===== config.mk =====
export PLATFORM = sky130hd
export DESIGN_NAME = fft_istream_frontend
export DESIGN_NICKNAME = d
export VERILOG_FILES = /design/src/rtl/fft_istream_frontend.sv
export SDC_FILE = /design/constraint.sdc
export NUM_CORES = 1
export LEC_CHECK = 0
export BUFFER_PORTS_ARGS = -buffer_cell sky130_fd_sc_hd__buf_2
export CAP_MARGIN = 10
export CORE_ASPECT_RATIO = 0.6
export CORE_MARGIN = 4
export CORE_UTILIZATION = 47
export DETAILED_ROUTE_END_ITERATION = 10
export GPL_ROUTABILITY_DRIVEN = 0
export GPL_TIMING_DRIVEN = 1
export PLACE_DENSITY = 0.85
export SKIP_CTS_REPAIR_TIMING = 1
export SLEW_MARGIN = 20
export SYNTH_ARGS = -nofsm -noshare
export SYNTH_HDL_FRONTEND = slang
export SYNTH_SLANG_ARGS = --single-unit

===== constraint.sdc =====
create_clock -name clk -period 4.2 [get_ports clk]
set_clock_uncertainty 0.2 [all_clocks]
set_input_delay 0.42 -clock clk [delete_from_list [all_inputs] [get_ports clk]]
set_output_delay 0.42 -clock clk [all_outputs]
set_load 0.1 [all_outputs]

===== src/rtl/fft_istream_frontend.sv =====
// fft_istream_frontend: captures NUM_CH complex streams into even/odd half-banks in bit-reversed order and sequences frames to the FFT core
// Ports: clk/rst (sync, active-low); cfg_log2len, autorun, run, fin control the frame flow;
//   sact_istream/s_ready and sdw_istream_* carry input samples; wact_even/wact_odd/wa/wdw write the half-banks;
//   fft_start/fft_done handshake with the core; cur_log2len, max_bw, frame_bw, status, done, frame_cnt, drop_cnt report state.
module fft_istream_frontend #(
  parameter int MAX_FFT_LENGTH = 1024,
  parameter int FFT_DW = 16,
  parameter int NUM_CH = 2,
  localparam int MAX_N = $clog2(MAX_FFT_LENGTH),
  localparam int LENW = $clog2(MAX_N + 1),
  localparam int FFT_BFPDW = $clog2(FFT_DW) + 1
) (
  input  logic                          clk,
  input  logic                          rst,
  input  logic [LENW-1:0]               cfg_log2len,
  input  logic                          autorun,
  input  logic                          run,
  input  logic                          fin,
  input  logic                          sact_istream,
  output logic                          s_ready,
  input  logic [NUM_CH*FFT_DW-1:0]      sdw_istream_real,
  input  logic [NUM_CH*FFT_DW-1:0]      sdw_istream_imag,
  output logic                          wact_even,
  output logic                          wact_odd,
  output logic [MAX_N-2:0]              wa,
  output logic [NUM_CH*2*FFT_DW-1:0]    wdw,
  output logic                          fft_start,
  input  logic                          fft_done,
  output logic [LENW-1:0]               cur_log2len,
  output logic [NUM_CH*FFT_BFPDW-1:0]   max_bw,
  output logic [FFT_BFPDW-1:0]          frame_bw,
  output logic [2:0]                    status,
  output logic                          done,
  output logic [15:0]                   frame_cnt,
  output logic [7:0]                    drop_cnt
);
  typedef enum logic [2:0] {
    ST_IDLE = 3'd0,
    ST_INPUT_STREAM = 3'd1,
    ST_FULL_BUFFER = 3'd2,
    ST_RUN_FFT = 3'd3,
    ST_DONE = 3'd4
  } state_e;
  state_e state_q;
  logic [MAX_N-1:0] k_q, rev, r, last_k;
  logic [LENW-1:0] cur_log2len_q, sh, len_clamp;
  logic [NUM_CH*FFT_BFPDW-1:0] max_bw_q, max_bw_d;
  logic [FFT_BFPDW-1:0] sbw [NUM_CH];
  logic [15:0] frame_cnt_q;
  logic [7:0] drop_cnt_q;
  logic fft_start_q, accept, last, enter;
  // Smallest two's-complement width: fold negatives onto their one's complement, then find the top set bit.
  function automatic logic [FFT_BFPDW-1:0] bw_of(input logic [FFT_DW-1:0] x);
    logic [FFT_DW-1:0] y;
    y = x[FFT_DW-1] ? ~x : x;
    bw_of = FFT_BFPDW'(1);
    for (int i = 0; i < FFT_DW; i++) if (y[i]) bw_of = FFT_BFPDW'(i + 2);
  endfunction
  assign s_ready = state_q == ST_INPUT_STREAM;
  assign accept = sact_istream && s_ready;
  assign sh = LENW'(MAX_N) - cur_log2len_q;
  // Reversing all MAX_N bits then shifting down by the unused span gives the L-bit reversal.
  assign rev = {<<{k_q}};
  assign r = rev >> sh;
  assign last_k = {MAX_N{1'b1}} >> sh;
  assign last = k_q == last_k;
  assign wact_even = accept && !r[0];
  assign wact_odd = accept && r[0];
  assign wa = r[MAX_N-1:1];
  assign enter = state_q == ST_IDLE || (state_q == ST_DONE && fin);
  assign len_clamp = cfg_log2len < LENW'(2) ? LENW'(2) : cfg_log2len > LENW'(MAX_N) ? LENW'(MAX_N) : cfg_log2len;
  genvar c;
  for (c = 0; c < NUM_CH; c++) begin : g_ch
    logic [FFT_BFPDW-1:0] br, bi;
    assign br = bw_of(sdw_istream_real[c*FFT_DW +: FFT_DW]);
    assign bi = bw_of(sdw_istream_imag[c*FFT_DW +: FFT_DW]);
    assign sbw[c] = br > bi ? br : bi;
    assign wdw[c*2*FFT_DW +: 2*FFT_DW] = {sdw_istream_imag[c*FFT_DW +: FFT_DW], sdw_istream_real[c*FFT_DW +: FFT_DW]};
  end
  always_comb begin
    max_bw_d = max_bw_q;
    for (int i = 0; i < NUM_CH; i++)
      max_bw_d[i*FFT_BFPDW +: FFT_BFPDW] = (accept && sbw[i] > max_bw_q[i*FFT_BFPDW +: FFT_BFPDW]) ? sbw[i] : max_bw_q[i*FFT_BFPDW +: FFT_BFPDW];
  end
  always_comb begin
    frame_bw = '0;
    for (int i = 0; i < NUM_CH; i++)
      frame_bw = max_bw_q[i*FFT_BFPDW +: FFT_BFPDW] > frame_bw ? max_bw_q[i*FFT_BFPDW +: FFT_BFPDW] : frame_bw;
  end
  always_ff @(posedge clk) begin
    if (!rst) begin
      state_q <= ST_IDLE;
      k_q <= '0;
      cur_log2len_q <= LENW'(MAX_N);
      max_bw_q <= '0;
      frame_cnt_q <= '0;
      drop_cnt_q <= '0;
      fft_start_q <= 1'b0;
    end else begin
      fft_start_q <= 1'b0;
      max_bw_q <= max_bw_d;
      if (sact_istream && !s_ready && drop_cnt_q != 8'hFF) drop_cnt_q <= drop_cnt_q + 8'd1;
      case (state_q)
        ST_IDLE: state_q <= ST_INPUT_STREAM;
        ST_INPUT_STREAM:
          if (accept && last) begin
            state_q <= autorun ? ST_RUN_FFT : ST_FULL_BUFFER;
            fft_start_q <= autorun;
          end else if (accept) k_q <= k_q + MAX_N'(1);
        ST_FULL_BUFFER:
          if (run) begin
            state_q <= ST_RUN_FFT;
            fft_start_q <= 1'b1;
          end
        ST_RUN_FFT:
          if (fft_done) begin
            state_q <= ST_DONE;
            frame_cnt_q <= frame_cnt_q + 16'd1;
          end
        ST_DONE: if (fin) state_q <= ST_INPUT_STREAM;
        default: state_q <= ST_IDLE;
      endcase
      if (enter) begin
        k_q <= '0;
        max_bw_q <= '0;
        cur_log2len_q <= len_clamp;
      end
    end
  end
  assign fft_start = fft_start_q;
  assign cur_log2len = cur_log2len_q;
  assign max_bw = max_bw_q;
  assign status = state_q;
  assign done = state_q == ST_DONE;
  assign frame_cnt = frame_cnt_q;
  assign drop_cnt = drop_cnt_q;
endmodule


Word-level counts from Yosys, hierarchy flattened. Index checks and enable logic that the tools add are counted.

Reductions and logical operators: 17. Eq/ne operators: 10. Add/subtract/negate cells: 4. Shifts and indexed selects: 2. Multiplexer cells: 83. Bitwise logic cells: 6. Multiply operators: 0. Magnitude comparators: 8. Div/mod/pow operators: 0.

Operators by type and width (count): 5-bit 2-to-1 mux (64); 16-bit 2-to-1 mux (4); 16-bit inverter (4); 5-bit greater-than comparator (5); 16-bit by 1-bit adder with 16-bit output, second input constant (1); 3-bit one-hot mux with 5 select lines (1); 3-bit 2-to-1 mux (4); 10-bit by 1-bit adder with 10-bit output, second input constant (1); 10-bit equality test (1); 10-bit by 4-bit right shift with 10-bit output (1); 10-bit by 4-bit right shift with 10-bit output, first input constant (1); 1-bit logical AND (9); 8-bit by 1-bit adder with 8-bit output, second input constant (1); 2-bit 2-to-1 mux (4); 4-bit 2-to-1 mux (2); 8-bit != test, second input constant (1); 3-bit by 2-bit equality test with 1-bit output, second input constant (2); 2-bit != test, second input constant (3); 5-bit by 1-bit greater-than comparator with 1-bit output, second input constant (1); 4-bit greater-than comparator, second input constant (1); 4-bit by 2-bit < comparator with 1-bit output, second input constant (1); 4-bit AND reduction (1); 4-bit subtractor, first input constant (1); 3-bit by 1-bit equality test with 1-bit output, second input constant (1); other kinds (11) (15).

Memory bits (writable): 0. Bits in read-only memories: 0. Memories: 0. Bits in latches: 0. Output and inout port bits: 124. Word-level logic and storage cells: 138. Input port bits: 75. Bits in registers: 52.

Depth between registers and ports, before layout.
Depth after elaboration: 22. Depth in mapped cells: 23. Depth with buffers taken out: 22.

Worst setup path before layout. No wires, ideal clock.

Path kind: register -> output. Start point: reg state_q[0] (netlist: status[0]). End point: out wact_even. Setup slack: -1.718 ns. Required time: 3.580 ns. Stages on the path, launching flop included: 5. Data arrival time: 5.298 ns. Buffers on the path: 1. Path through: dfxtp_1 -> nor3b_1 -> nand2_1 -> clkbuf_1 -> nor2_1.

Cells in the longest elaborated chain, start to end: 3.

Ends and longest elaborated chain: start: declaration (RTL line 44) `state_e state_q;`; start signal: assignment (RTL line 107) `state_q <= autorun ? ST_RUN_FFT : ST_FULL_BUFFER;`; 3-bit by 1-bit equality test with 1-bit output (RTL line 59) `assign s_ready = state_q == ST_INPUT_STREAM;`; via s_ready (RTL line 20) `output logic s_ready,`; 1-bit logical AND (RTL line 60) `assign accept = sact_istream && s_ready;`; 1-bit logical AND (RTL line 67) `assign wact_even = accept && !r[0];`; end: declaration (RTL line 23) `output logic wact_even,`.

The timed path passes the listed nets, and every way through them passes these cells.

==> summary.txt <==
Synthesis
  • Yosys top cell by area: dfxtp_1
  • Register area share after synthesis: 0.183
  • Post-Syn Area: 5680 sq um
  • Largest family of logic cells by synthesized area: simple AND/OR/NAND/NOR gates
  • Fraction of synthesized cell area in xor and xnor cells: 0.0619
  • FF+latch count, synth: 52
  • Library cells used by synthesis: 69
  • Post-synthesis mux area share: 0.0623
  • Synthesized instance count: 769
  • Simple logic cell fraction of the synthesized area: 0.268
  • YS warnings: 0
  • Share of the synthesized area in the top cell type: 0.183
  • Fraction of registers with async set/reset: 0
  • Syn_nets: 876
  • Top FF cell, synth: dfxtp_1
  • Post-synth EDFFs: 0
  • Synth Area in Compound Gates: 0.218
  • Post-Synth Adder-Cell Area: 0.0705
  • Synth top area cells: dfxtp_1, buf_4, ha_1
  • Syn avg cell area: 7.39 sq um

Critical path
  • CP startpoint kind: input pin
  • Depth of the worst register-to-register path: 9
  • Crit-path slowest cell: or3_4
  • Critical Path Fanout Max: 7
  • Critical Path RT: 4.16 ns
  • Setup CP Type: input pin to flip-flop
  • Critical path depth: 19
  • Crit-path cells: buf_2, or3_4, or3_4, o21ai_2, a2bb2oi_2, inv_1, ha_1, nor2b_1, o21a_1, o21ai_2, nand2b_1, a21oi_2, mux2_2, ha_4, and4_4, a221oi_4, buf_4, mux2i_1, nor2_1
  • Worst path bufs/invs: 3
  • Largest delay contributor family on the critical path: simple AND/OR/NAND/NOR gates
  • Data arrival, critical path: 4.17 ns
  • Max incr delay on CP: 0.39 ns
  • CP endpoint kind: flip-flop

Clocking
  • H-Tree Depth: 2
  • Worst-path clk slew: 0.07 ns
  • TritonCTS buffer count: 5
  • Worst-Skew Late Latency: 0.29 ns
  • CTS tree: built
  • Root Buffer Master: clkbuf_16
  • Clock Path Buffers: 2
  • Sink Count: 52

Pwr
  • Leak: 0.00334 uW
  • Max rail drop VDD: 0.000226 V
  • P per Cell Area: 289 nW/um^2

Die
  • DIE WIDTH: 150 um
  • DIE AREA: 14000 sq um
  • Site Rows: 30
  • I/O pins: 199
  • Initial Utilization: 0.491
  • DIE HEIGHT: 93.2 um
  • Core area: 11600 sq um

STA
  • Hold WS: 0.181 ns
  • Final setup margin: -0.0144 ns
  • Measured slew at the worst slew-check pin: 0.744 ns
  • Peak Freq: 237 MHz
  • Slew Limit Fails: 0
  • Setup violations, final: 1
  • Final period util: 1.00
  • Min cycle time layout: 4.21 ns
  • Max-slew headroom: 0.502
  • Setup TNS: -0.0144 ns
  • Final hold vios: 0

Placed design
  • # port buffers: 198
  • Dpl cells: 1116
  • Setup WS pre-CTS: -0.429 ns
  • Post-DP HPWL: 12.9 mm

Global route
  • First-pass GRT wire length: 25.2 mm
  • Pin count of the biggest net entering global routing: 34
  • Initial antenna violation count: 0
  • Number of global-route vias before repair: 5431
  • Total track usage: 0.212
  • Grt total ovfl: 0

Cells and area
  • Post-layout nets: 1074
  • Proportion of layout cells with a drive suffix above 1: 0.368
  • Final Core Density: 0.635
  • # diodes: 0
  • Non-filler cells, final: 1128
  • Layout area overhead: 29.3%
  • Fillers: 1015

Route
  • Vias: 6084
  • DRT iter0 DRCs: 377
  • Routed wire per std cell: 14.6 um
  • Drt total wl: 16.4 mm
  • DRC Markers: 0
  • DR vias/cell: 5.39
  • DRT antenna net count: 0
  • Drt pass-1 iters: 6

Min path
  • HP Class: input pin to flip-flop
  • Worst Hold Depth: 3

Run
  • Max-Cap Viols: 0

Status
  • Violated checks: negative setup slack
  • Run status: complete, but fails checks
[per-layer routing]
metal,global-route usage,share of wire
met5,0,0
met4,0.0297,0.0091
met3,0.0392,0.066
met2,0.321,0.43
met1,0.317,0.49
[worst paths after layout]
path	start	endpoint	slack, ns
setup / recovery	sdw_istream_imag[31]	max_bw[7]$_SDFFE_PP0P_	-0.01
hold reg to reg	drop_cnt[1]$_SDFFE_PN0P_	drop_cnt[1]$_SDFFE_PN0P_	0.30
hold / removal	autorun	fft_start$_SDFF_PN0_	0.18
setup reg to reg	cur_log2len[0]$_SDFFE_PN0P_	k_q[8]$_SDFFE_PP0P_	0.92
[cell usage after synthesis, types with 6 or more instances]
| cell type | n |
|---|---|
| clkbuf_1 | 23 |
| ha_1 | 32 |
| nor2b_1 | 19 |
| nand4_1 | 14 |
| buf_4 | 64 |
| xor2_1 | 9 |
| o21a_1 | 8 |
| nor3_1 | 22 |
| a211oi_1 | 12 |
| a21boi_0 | 7 |
| o22ai_1 | 8 |
| dfxtp_1 | 52 |
| or3_1 | 14 |
| inv_1 | 45 |
| a31oi_1 | 9 |
| nor2_1 | 48 |
| nand2b_1 | 15 |
| a21oi_1 | 51 |
| o211ai_1 | 6 |
| xnor2_1 | 28 |
| and3_1 | 11 |
| and2_1 | 29 |
| o21ai_0 | 45 |
| mux2i_1 | 23 |
| or4_1 | 7 |
| nand2_1 | 64 |
| nand3_1 | 34 |
[stage by stage]
| stage | cell area, sq um | power (uW) |
|---|---|---|
| 2_1_floorplan | 5780 | 1360 |
| 3_3_place_gp | 6970 | 1610 |
| 3_5_place_dp | 6970 | 1630 |
| 4_1_cts | 7120 | 2040 |
| 5_1_grt | 7350 | 2240 |
| 6_report | 7350 | 2120 |
[cell usage in the layout (no fill, tap or decap), types with 9 or more instances in the layout]
| cell | n |
|---|---|
| nor2_1 | 43 |
| a21oi_1 | 42 |
| a21oi_2 | 10 |
| xnor2_1 | 28 |
| and3_1 | 11 |
| ha_1 | 27 |
| o21ai_0 | 38 |
| mux2i_1 | 22 |
| nor3_1 | 19 |
| nand3_1 | 34 |
| nor2b_1 | 17 |
| and2_1 | 27 |
| nand2_1 | 63 |
| dfxtp_1 | 52 |
| nand4_1 | 14 |
| nand2b_1 | 15 |
| buf_2 | 197 |
| xor2_1 | 9 |
| or3_1 | 12 |
| inv_1 | 45 |
| a211oi_1 | 10 |
| buf_4 | 86 |
[state kept, by name, indices dropped and copies added (netlist names)]
register / flops
cur_log2len: 4
drop_cnt: 8
fft_start: 1
frame_cnt: 16
k_q: 10
max_bw: 10
status: 3
[area by class of cell]
type,count,area (sq um),area share
Sequential cell,52,1040,0.142
Inverter,45,169,0.0230
Clock buffer,5,125,0.0170
Tap cell,160,200,0.0272
Clock inverter,3,23.8,0.00324
Timing Repair Buffer,284,1640,0.224
Multi-Input combinational cell,579,4150,0.564
[report_power, final]
| part | switching, uW | internal [uW] |
|---|---|---|
| logic | 797 | 397 |
| registers | 17.0 | 504 |
| clock network | 186 | 222 |
| total | 1000 | 1120 |
[kinds of logic after synthesis]
| group | count (synthesis) |
|---|---|
| fa+ha+maj | 32 |
| compound gates | 186 |
| flops | 52 |
| xor+xnor | 38 |
| simple gates | 293 |
| buf+inv | 138 |
| mux | 30 |
[tightest hold or removal path: stages]
cell and delay (ns):
buf_2 0.09, a21oi_1 0.06, nor2_1 0.07
(Power assumes the default switching activity.)
